## config.mk

```make
export PLATFORM = sky130hd
export DESIGN_NAME = axis_msg_traffic_gen
export DESIGN_NICKNAME = d
export VERILOG_FILES = /design/src/rtl/axis_msg_traffic_gen.sv
export SDC_FILE = /design/constraint.sdc
export NUM_CORES = 1
export LEC_CHECK = 0
export CORE_UTILIZATION = 50
export CTS_BUF_LIST = sky130_fd_sc_hd__clkbuf_4
export DETAILED_ROUTE_END_ITERATION = 16
export GPL_TIMING_DRIVEN = 0
export PLACE_DENSITY = 0.75
export SETUP_SLACK_MARGIN = 0.1
export SLEW_MARGIN = 20
export SYNTH_ARGS = -nofsm -noshare
export SYNTH_HDL_FRONTEND = slang
export SYNTH_SLANG_ARGS = --single-unit
```

## constraint.sdc

```tcl
create_clock -name clk_200MHz -period 8.2 [get_ports clk_200MHz]
set_input_delay 1.64 -clock clk_200MHz [delete_from_list [all_inputs] [get_ports clk_200MHz]]
set_output_delay 1.64 -clock clk_200MHz [all_outputs]
set_load 0.005 [all_outputs]
```

## src/rtl/axis_msg_traffic_gen.sv

```systemverilog
// axis_msg_traffic_gen: framed AXI-Stream message generator for link bring-up.
// Each message is a header word {RX_UID, TX_UID, LEN_BYTES} followed by
// LEN_BYTES/4 payload words, with TLAST on the last payload word.
//
// Ports:
//   clk_200MHz, peripheral_reset (async, active-high)
//   start/stop, num_msgs, payload_words, tx_uid, rx_uid_base,
//   pattern_mode, gap_cycles                      run configuration
//   m_axis_tdata/tlast/tvalid/tready              generated stream
//   busy, done, msgs_sent                         run status
//   s_axis_*, rx_msgs, rx_err, rx_err_cnt         receive-side checker
//
// Optional feature macro: TRAFGEN_CHECKER_EN adds the receive-side checker
// and its ports. Without it the block is generator-only with the same
// generator cycle behaviour.

module axis_msg_traffic_gen #(
   parameter int          PAYLOAD_MAX_WORDS = 216,
   parameter int          NUM_DEST          = 4,
   parameter logic [31:0] CONST_WORD        = 32'h00000001
) (
   input  logic        clk_200MHz,
   input  logic        peripheral_reset,
   input  logic        start,
   input  logic        stop,
   input  logic [15:0] num_msgs,
   input  logic [13:0] payload_words,
   input  logic [7:0]  tx_uid,
   input  logic [7:0]  rx_uid_base,
   input  logic        pattern_mode,
   input  logic [15:0] gap_cycles,
   output logic [31:0] m_axis_tdata,
   output logic        m_axis_tlast,
   output logic        m_axis_tvalid,
   input  logic        m_axis_tready,
   output logic        busy,
   output logic        done,
   output logic [15:0] msgs_sent
`ifdef TRAFGEN_CHECKER_EN
   ,
   input  logic [31:0] s_axis_tdata,
   input  logic        s_axis_tlast,
   input  logic        s_axis_tvalid,
   output logic        s_axis_tready,
   output logic [15:0] rx_msgs,
   output logic        rx_err,
   output logic [15:0] rx_err_cnt
`endif
);

   localparam logic [13:0] MAX_WORDS = 14'(PAYLOAD_MAX_WORDS);
   localparam logic [7:0]  DEST_LAST = 8'(NUM_DEST - 1);

   typedef enum logic [1:0] {
      ST_IDLE,
      ST_HDR,
      ST_PAYLOAD,
      ST_GAP
   } state_t;

   function automatic logic [13:0] clip_words(input logic [13:0] w);
      logic [13:0] r;
      if (w == 14'd0) begin
         r = 14'd1;
      end else if (w > MAX_WORDS) begin
         r = MAX_WORDS;
      end else begin
         r = w;
      end
      return r;
   endfunction

   function automatic logic [31:0] hdr_word(
      input logic [7:0]  base,
      input logic [7:0]  tx,
      input logic [13:0] w,
      input logic [7:0]  idx
   );
      logic [7:0] uid;
      uid = base + idx;
      return {uid, tx, w, 2'b00};
   endfunction

   function automatic logic [31:0] pat_word(
      input logic        mode,
      input logic [31:0] cnt
   );
      return mode ? cnt : CONST_WORD;
   endfunction

   state_t      state_q, state_d;
   logic [31:0] tdata_q, tdata_d;
   logic        tlast_q, tlast_d;
   logic        tvalid_q, tvalid_d;
   logic        busy_q, busy_d;
   logic        done_q, done_d;
   logic [15:0] msgs_q, msgs_d;
   logic [7:0]  dest_q, dest_d;
   logic [31:0] pat_q, pat_d;
   logic [13:0] wcnt_q, wcnt_d;
   logic [15:0] gcnt_q, gcnt_d;
   logic        stop_q, stop_d;
   logic [15:0] num_cfg_q, num_cfg_d;
   logic [13:0] words_cfg_q, words_cfg_d;
   logic [7:0]  tx_cfg_q, tx_cfg_d;
   logic [7:0]  base_cfg_q, base_cfg_d;
   logic        mode_cfg_q, mode_cfg_d;
   logic [15:0] gap_cfg_q, gap_cfg_d;

   logic        stop_seen;
   logic [15:0] msgs_inc;
   logic [7:0]  dest_next;
   logic [13:0] wcnt_inc;
   logic [31:0] pat_inc;

   always_comb begin
      stop_seen = stop_q | stop;
      msgs_inc  = msgs_q + 16'd1;
      dest_next = (dest_q == DEST_LAST) ? 8'd0 : dest_q + 8'd1;
      wcnt_inc  = wcnt_q + 14'd1;
      pat_inc   = pat_q + 32'd1;

      state_d     = state_q;
      tdata_d     = tdata_q;
      tlast_d     = tlast_q;
      tvalid_d    = tvalid_q;
      busy_d      = busy_q;
      done_d      = 1'b0;
      msgs_d      = msgs_q;
      dest_d      = dest_q;
      pat_d       = pat_q;
      wcnt_d      = wcnt_q;
      gcnt_d      = gcnt_q;
      stop_d      = stop_q;
      num_cfg_d   = num_cfg_q;
      words_cfg_d = words_cfg_q;
      tx_cfg_d    = tx_cfg_q;
      base_cfg_d  = base_cfg_q;
      mode_cfg_d  = mode_cfg_q;
      gap_cfg_d   = gap_cfg_q;

      unique case (state_q)
         ST_IDLE: begin
            stop_d = 1'b0;
            if (start) begin
               num_cfg_d   = num_msgs;
               words_cfg_d = clip_words(payload_words);
               tx_cfg_d    = tx_uid;
               base_cfg_d  = rx_uid_base;
               mode_cfg_d  = pattern_mode;
               gap_cfg_d   = gap_cycles;
               msgs_d      = 16'd0;
               dest_d      = 8'd0;
               pat_d       = 32'd0;
               busy_d      = 1'b1;
               tvalid_d    = 1'b1;
               tlast_d     = 1'b0;
               tdata_d     = hdr_word(rx_uid_base, tx_uid,
                                      clip_words(payload_words), 8'd0);
               state_d     = ST_HDR;
            end
         end

         ST_HDR: begin
            if (stop) begin
               stop_d = 1'b1;
            end
            if (m_axis_tready) begin
               wcnt_d  = 14'd1;
               tdata_d = pat_word(mode_cfg_q, pat_q);
               tlast_d = (words_cfg_q == 14'd1);
               state_d = ST_PAYLOAD;
            end
         end

         ST_PAYLOAD: begin
            if (stop) begin
               stop_d = 1'b1;
            end
            if (m_axis_tready) begin
               pat_d = pat_inc;
               if (tlast_q) begin
                  if (msgs_q != 16'hFFFF) begin
                     msgs_d = msgs_inc;
                  end
                  dest_d = dest_next;
                  if (stop_seen ||
                      (num_cfg_q != 16'd0 && msgs_inc == num_cfg_q)) begin
                     tvalid_d = 1'b0;
                     tlast_d  = 1'b0;
                     tdata_d  = 32'd0;
                     busy_d   = 1'b0;
                     done_d   = 1'b1;
                     state_d  = ST_IDLE;
                  end else if (gap_cfg_q != 16'd0) begin
                     // counter reaches zero on the last idle cycle
                     gcnt_d   = gap_cfg_q - 16'd1;
                     tvalid_d = 1'b0;
                     tlast_d  = 1'b0;
                     tdata_d  = 32'd0;
                     state_d  = ST_GAP;
                  end else begin
                     tvalid_d = 1'b1;
                     tlast_d  = 1'b0;
                     tdata_d  = hdr_word(base_cfg_q, tx_cfg_q,
                                         words_cfg_q, dest_next);
                     state_d  = ST_HDR;
                  end
               end else begin
                  wcnt_d  = wcnt_inc;
                  tdata_d = pat_word(mode_cfg_q, pat_inc);
                  tlast_d = (wcnt_inc == words_cfg_q);
               end
            end
         end

         ST_GAP: begin
            if (stop_seen) begin
               busy_d  = 1'b0;
               done_d  = 1'b1;
               state_d = ST_IDLE;
            end else if (gcnt_q == 16'd0) begin
               tvalid_d = 1'b1;
               tlast_d  = 1'b0;
               tdata_d  = hdr_word(base_cfg_q, tx_cfg_q,
                                   words_cfg_q, dest_q);
               state_d  = ST_HDR;
            end else begin
               gcnt_d = gcnt_q - 16'd1;
            end
         end
      endcase
   end

   always_ff @(posedge clk_200MHz or posedge peripheral_reset) begin
      if (peripheral_reset) begin
         state_q     <= ST_IDLE;
         tdata_q     <= 32'd0;
         tlast_q     <= 1'b0;
         tvalid_q    <= 1'b0;
         busy_q      <= 1'b0;
         done_q      <= 1'b0;
         msgs_q      <= 16'd0;
         dest_q      <= 8'd0;
         pat_q       <= 32'd0;
         wcnt_q      <= 14'd0;
         gcnt_q      <= 16'd0;
         stop_q      <= 1'b0;
         num_cfg_q   <= 16'd0;
         words_cfg_q <= 14'd1;
         tx_cfg_q    <= 8'd0;
         base_cfg_q  <= 8'd0;
         mode_cfg_q  <= 1'b0;
         gap_cfg_q   <= 16'd0;
      end else begin
         state_q     <= state_d;
         tdata_q     <= tdata_d;
         tlast_q     <= tlast_d;
         tvalid_q    <= tvalid_d;
         busy_q      <= busy_d;
         done_q      <= done_d;
         msgs_q      <= msgs_d;
         dest_q      <= dest_d;
         pat_q       <= pat_d;
         wcnt_q      <= wcnt_d;
         gcnt_q      <= gcnt_d;
         stop_q      <= stop_d;
         num_cfg_q   <= num_cfg_d;
         words_cfg_q <= words_cfg_d;
         tx_cfg_q    <= tx_cfg_d;
         base_cfg_q  <= base_cfg_d;
         mode_cfg_q  <= mode_cfg_d;
         gap_cfg_q   <= gap_cfg_d;
      end
   end

   assign m_axis_tdata  = tdata_q;
   assign m_axis_tlast  = tlast_q;
   assign m_axis_tvalid = tvalid_q;
   assign busy          = busy_q;
   assign done          = done_q;
   assign msgs_sent     = msgs_q;

`ifdef TRAFGEN_CHECKER_EN
   logic        rdy_q, rdy_d;
   logic        in_msg_q, in_msg_d;
   logic [15:0] len_q, len_d;
   logic [15:0] cnt_q, cnt_d;
   logic [15:0] rx_msgs_q, rx_msgs_d;
   logic        rx_err_q, rx_err_d;
   logic [15:0] rx_err_cnt_q, rx_err_cnt_d;

   logic        beat;
   logic        msg_end;
   logic        bad;
   logic [15:0] cnt_inc;
   logic        unused_hdr_bits;

   // UID fields of the returned header are not checked
   assign unused_hdr_bits = ^s_axis_tdata[31:16];

   always_comb begin
      beat    = s_axis_tvalid & rdy_q;
      msg_end = 1'b0;
      bad     = 1'b0;
      cnt_inc = (cnt_q == 16'hFFFF) ? cnt_q : cnt_q + 16'd1;

      rdy_d        = 1'b1;
      in_msg_d     = in_msg_q;
      len_d        = len_q;
      cnt_d        = cnt_q;
      rx_msgs_d    = rx_msgs_q;
      rx_err_d     = rx_err_q;
      rx_err_cnt_d = rx_err_cnt_q;

      if (beat) begin
         if (!in_msg_q) begin
            len_d = s_axis_tdata[15:0];
            cnt_d = 16'd0;
            if (s_axis_tlast) begin
               msg_end = 1'b1;
               bad     = (s_axis_tdata[15:0] != 16'd0);
            end else begin
               in_msg_d = 1'b1;
            end
         end else begin
            cnt_d = cnt_inc;
            if (s_axis_tlast) begin
               in_msg_d = 1'b0;
               msg_end  = 1'b1;
               bad      = ({cnt_inc, 2'b00} != {2'b00, len_q});
            end
         end
      end

      if (msg_end && rx_msgs_q != 16'hFFFF) begin
         rx_msgs_d = rx_msgs_q + 16'd1;
      end
      if (bad) begin
         rx_err_d = 1'b1;
         if (rx_err_cnt_q != 16'hFFFF) begin
            rx_err_cnt_d = rx_err_cnt_q + 16'd1;
         end
      end
   end

   always_ff @(posedge clk_200MHz or posedge peripheral_reset) begin
      if (peripheral_reset) begin
         rdy_q        <= 1'b0;
         in_msg_q     <= 1'b0;
         len_q        <= 16'd0;
         cnt_q        <= 16'd0;
         rx_msgs_q    <= 16'd0;
         rx_err_q     <= 1'b0;
         rx_err_cnt_q <= 16'd0;
      end else begin
         rdy_q        <= rdy_d;
         in_msg_q     <= in_msg_d;
         len_q        <= len_d;
         cnt_q        <= cnt_d;
         rx_msgs_q    <= rx_msgs_d;
         rx_err_q     <= rx_err_d;
         rx_err_cnt_q <= rx_err_cnt_d;
      end
   end

   assign s_axis_tready = rdy_q;
   assign rx_msgs       = rx_msgs_q;
   assign rx_err        = rx_err_q;
   assign rx_err_cnt    = rx_err_cnt_q;
`endif

endmodule

```

# == After elaboration in Yosys (flattened, before gate mapping) ==
# Index checks and enable logic that the tools add are counted.
# word_totals
register_bits,188
wordCells,148
inputBits,68
out_inout_bits,52
# classes
muxes,73
order_cmp,1
eq_ne,23
bitwise,1
reduce_logical,24
n_addsub,8
# ops
cell,n
$mux W32,12
$mux W16,10
$pmux W32 S4,1
$mux W14,5
$pmux W16 S2,2
$pmux W32 S2,1
$add A32 B1 Y32 const B,1
$mux W8,4
$reduce_bool A16 Y1,2
$sub A16 B1 Y16 const B,2
$pmux W14 S2,1
$ne A2 B2 Y1 const B,13
$mux W1,22
$add A16 B1 Y16 const B,1
$add A8 B8 Y8,2
$eq A16 B16 Y1,1
$logic_not A16 Y1,1
$mux W2,8
$ne A16 B16 Y1 const B,1
$pmux W8 S2,1
$reduce_and A5 Y1,3
$add A14 B1 Y14 const B,1
$eq A14 B1 Y1 const B,1
$eq A14 B14 Y1,1
24 further kinds,33

# == Depth between registers and ports, before layout ==
# depth
word_depth,8
mapped_depth,15
mapped_depth_nobuf,12

# == Least setup slack after synthesis ==
# Ideal clock, no wire load.
# synth_path
kind,reg-to-reg
start,register state_q[0]
end,register gcnt_q[12]
setup_ns,0.077
arrival_time_ns,4.016
slack_ns,4.107
stages_incl_launch_ff,16
n_path_buf,6
required_time_ns,8.123
synth_period_minus_slack_ns,4.093
cell_sequence,dfrtp_1 > ha_1 > clkbuf_1 > clkbuf_1 > clkbuf_1 > buf_1 > buf_1 > mux2i_1 > ha_1 > o21ai_1 > or2_2 > clkbuf_1 > nor4_1 > mux2i_1 > a31oi_1 > a21oi_1
# synth_between
elab_chain_cells,3
word_cells_on_any_way,11
cone_classes,eq/ne: 8; mux: 1; reduce/logical: 2
# synth_lines
item,line,text
start: declaration,91,"state_t state_q, state_d;"
start signal: assignment,256,state_q <= state_d;
$eq A2 B2 Y1,142,unique case (state_q)
$ne A2 B2 Y1 (no source line) / $reduce_bool A2 Y1 (equally long branches),--,
$reduce_and A7 Y1 (no source line),--,
end signal: assignment,266,gcnt_q <= gcnt_d;
end: declaration,101,"logic [15:0] gcnt_q, gcnt_d;"
# Parallel ways exist; a longest one is shown, timed or not.
# A chain may end at the register's enable or synchronous reset.

# == Worst setup path in the final report ==
# layout_path
start,register state_q[1]
end,register gcnt_q[12]
# The elaborated chain is that of the path after synthesis.

==> run summary <==
Status: completed
Clock Latency Late Sink: 610 ps
Fillers: 2,132
CP Max Fanout: 10
Cells after synthesis: 1,371
Fin util: 59.5%
Register area: 4710 sq um
Unique masters post-synth: 72
Overall Global Routing Usage: 31.8%
Most frequent cells in the layout: dfrtp_1, nand2_1, o21ai_0, clkdlybuf4s50_1, nor2_1
Max clock buf depth: 2
Worst vdd ir: 0.179 mV
Worst Max-Slew Pin Slew: 939 ps
Remaining DRCs: 0
Critical Path End Type: flip-flop
Detail Route Antenna Nets: 0
DRT iter0 DRCs: 1,260
Site Rows: 56
Clock-pin slew on the worst setup and hold paths: 160 ps
Final Non-Filler Cells: 1,844
Wirelength per Cell: 20.9 microns
Power Density: 318 nW/um^2
Hold Buf Count CTS: 0
DRT met1 WL: 16.1 mm
Worst EP required: 8750 ps
Setup WS pre-CTS: 2550 ps
Die width: 157 microns
Cell leakage power: 5.46 nW
Mapped Avg Cell Area: 8.76 sq um
Simple-gate share of the synthesized area: 19.9%
Final nets: 1,604
Clock root cell: clkbuf_4
Post-synthesis adder-cell area fraction: 2.73%
Fraction of layout instances using a drive strength above 1: 7.15%
Top Metal Used: met4
Final Max Tran Viols: 0
Detailed Place HPWL: 28.0 mm
Final Hold Fails: 0
Initial antenna violation count: 1
# setup viols final: 0
Crit Path Class: flip-flop to flip-flop
Routed vias/inst: 6.32
WP data arrival: 6440 ps
Max-Cap Viols: 0
PortBufs: 119
IO Count: 120
Layout area overhead: 16.5%
Worst hold margin: 503 ps
Combinational family with the most area after synthesis: compound AO/OA/AOI/OAI gates
Startpoint types: flip-flop
Die Y: 157 microns
Top FF cell, synth: dfrtp_1
Cell area after synthesis: 12,000 sq um
WL final: 38.5 mm
Maximum clock rate: 170 MHz
Post-synth ARST share: 100%
Rel. slew slack: 37.4%
Largest net degree at the start of global routing: 76
Most common cell after layout, fill and taps aside: dfrtp_1
Synth Area in Compound Gates: 22.0%
Vias in the first global route: 11,100
Ys Warns: 0
Total grt overflow: 0
First-pass DRT Iterations: 5
Core Area: 23,500 sq um
GPL Wtd Cong: 0.955
Area occupied by multi-input gates: 6870 sq um
Area of the die: 24,700 sq um
Routed wl met2: 17.4 mm
Clock Skews: 15.4 ps
CTS tree: done
Fin crit share: 71.9%
Num CTS Buffers: 17
Final worst slack: 2300 ps
Mux share of post-synthesis cell area: 5.78%
Met3 wire length: 3.65 mm
RSZ-0062 raised after global routing: no
First-pass GRT wire length: 60.3 mm
Yosys reg bits: 188
Post-placement cell count: 1,811
PostCTS Resize Cnt: 0
Initial core utilization: 51.0%
# Post-CTS Setup Buffers: 0
Final min period: 5900 ps
H-tree depth: 4
Hold Crit Class: flip-flop to flip-flop
Mapped Nets: 1,464
CTS sink cnt: 188
XOR/XNOR share of the synthesized area: 6.71%
Sequential area share after synthesis: 39.2%
Vias post-DR: 11,600
EDFF count, synth: 0
## cells in the mapped netlist (14+ instances only)
cell type,count,share of area (%)
a21o_1,27,1.7
mux2_2,51,4.8
nor4_1,22,1.1
nand3_1,50,2.1
and2_1,17,0.89
nor3_1,29,1.2
nand4_1,22,1.1
dfrtp_1,187,39
xnor2_1,53,3.9
inv_1,19,0.59
xor2_1,39,2.8
ha_1,23,2.4
and3_1,21,1.1
nor2b_1,19,0.99
nand2_1,149,4.7
nand2b_1,14,0.73
o21ai_0,133,5.5
nor2_1,81,2.5
o31ai_1,38,2.4
a31oi_1,26,1.4
clkbuf_1,77,2.4
o211ai_1,14,0.87
a21oi_1,71,3.0
or3_1,19,0.99
## path summary, 6_finish.rpt
| path | start | to | slack, ps | depth (start not counted) |
|---|---|---|---|---|
| min in group asynchronous | peripheral_reset | gap_cfg_q[10] | 1400 | 2 |
| max | state_q[1] | gcnt_q[12] | 2300 | 15 |
| min | m_axis_tdata[1] | m_axis_tdata[1] | 500 | 2 |
| max in group asynchronous | peripheral_reset | pat_q[27] | 6090 | 3 |
| min reg2reg | m_axis_tdata[1] | m_axis_tdata[1] | 500 | 2 |
| max reg2reg | state_q[1] | gcnt_q[12] | 2300 | 15 |
## stage by stage
stage | setup TNS, ps | total power [mW] | area (sq um)
floorplan | 0 | 2.94 | 12000
global placement | -222090 | 3.74 | 13600
detailed placement | 0 | 3.80 | 13700
CTS | 0 | 4.40 | 14000
global route | 0 | 4.71 | 14000
finish | 0 | 4.46 | 14000
## report_power, final
| group | leakage [nW] | internal (mW) | switching, mW |
|---|---|---|---|
| Sequential | 2.41 | 1.21 | 0.295 |
| Combinational | 2.88 | 0.950 | 1.41 |
| Clock | 0.176 | 0.247 | 0.346 |
## flip-flops by register name (all words and copies together), names as in the netlist, 2 cells and up
signal and cells:
gap_cfg_q 16, dest_q 8, gcnt_q 16, num_cfg_q 16, wcnt_q 14, tx_cfg_q 8, base_cfg_q 8, pat_q 32
msgs_sent 16, words_cfg_q 14, state_q 2, m_axis_tdata 32
## logic make-up after synthesis
family / after synthesis
simple gates: 478
compound gates: 411
flops: 188
buf+inv: 114
xor+xnor: 92
mux: 63
fa+ha+maj: 25
## worst max-delay path, cell delays in order (launching register included)
cell	delay [ps]
dfrtp_1	460
ha_1	340
clkbuf_1	440
clkbuf_1	430
clkbuf_1	430
buf_1	670
buf_1	760
mux2i_1	270
ha_1	250
o21ai_1	160
or2_2	320
clkbuf_1	220
nor4_1	600
mux2i_1	260
a31oi_1	100
a21oi_1	130
## layer usage
layer	global-route usage, %	up-vias
met4	13.5	0
met3	6.06	90
met2	50.1	678
met1	42.9	5567
met5	0	-
li1	-	5310
## area by class of cell
type,instances,area share [%]
Inverter,22,0.644
Tap cell,319,2.85
Clock buffer,18,0.965
Multi-Input combinational cell,1069,49.1
Clock inverter,14,1.39
Sequential cell,188,33.6
Timing Repair Buffer,121,8.90
Buffer,92,2.57
Antenna cell,1,0.0179
(Power assumes the default switching activity.)
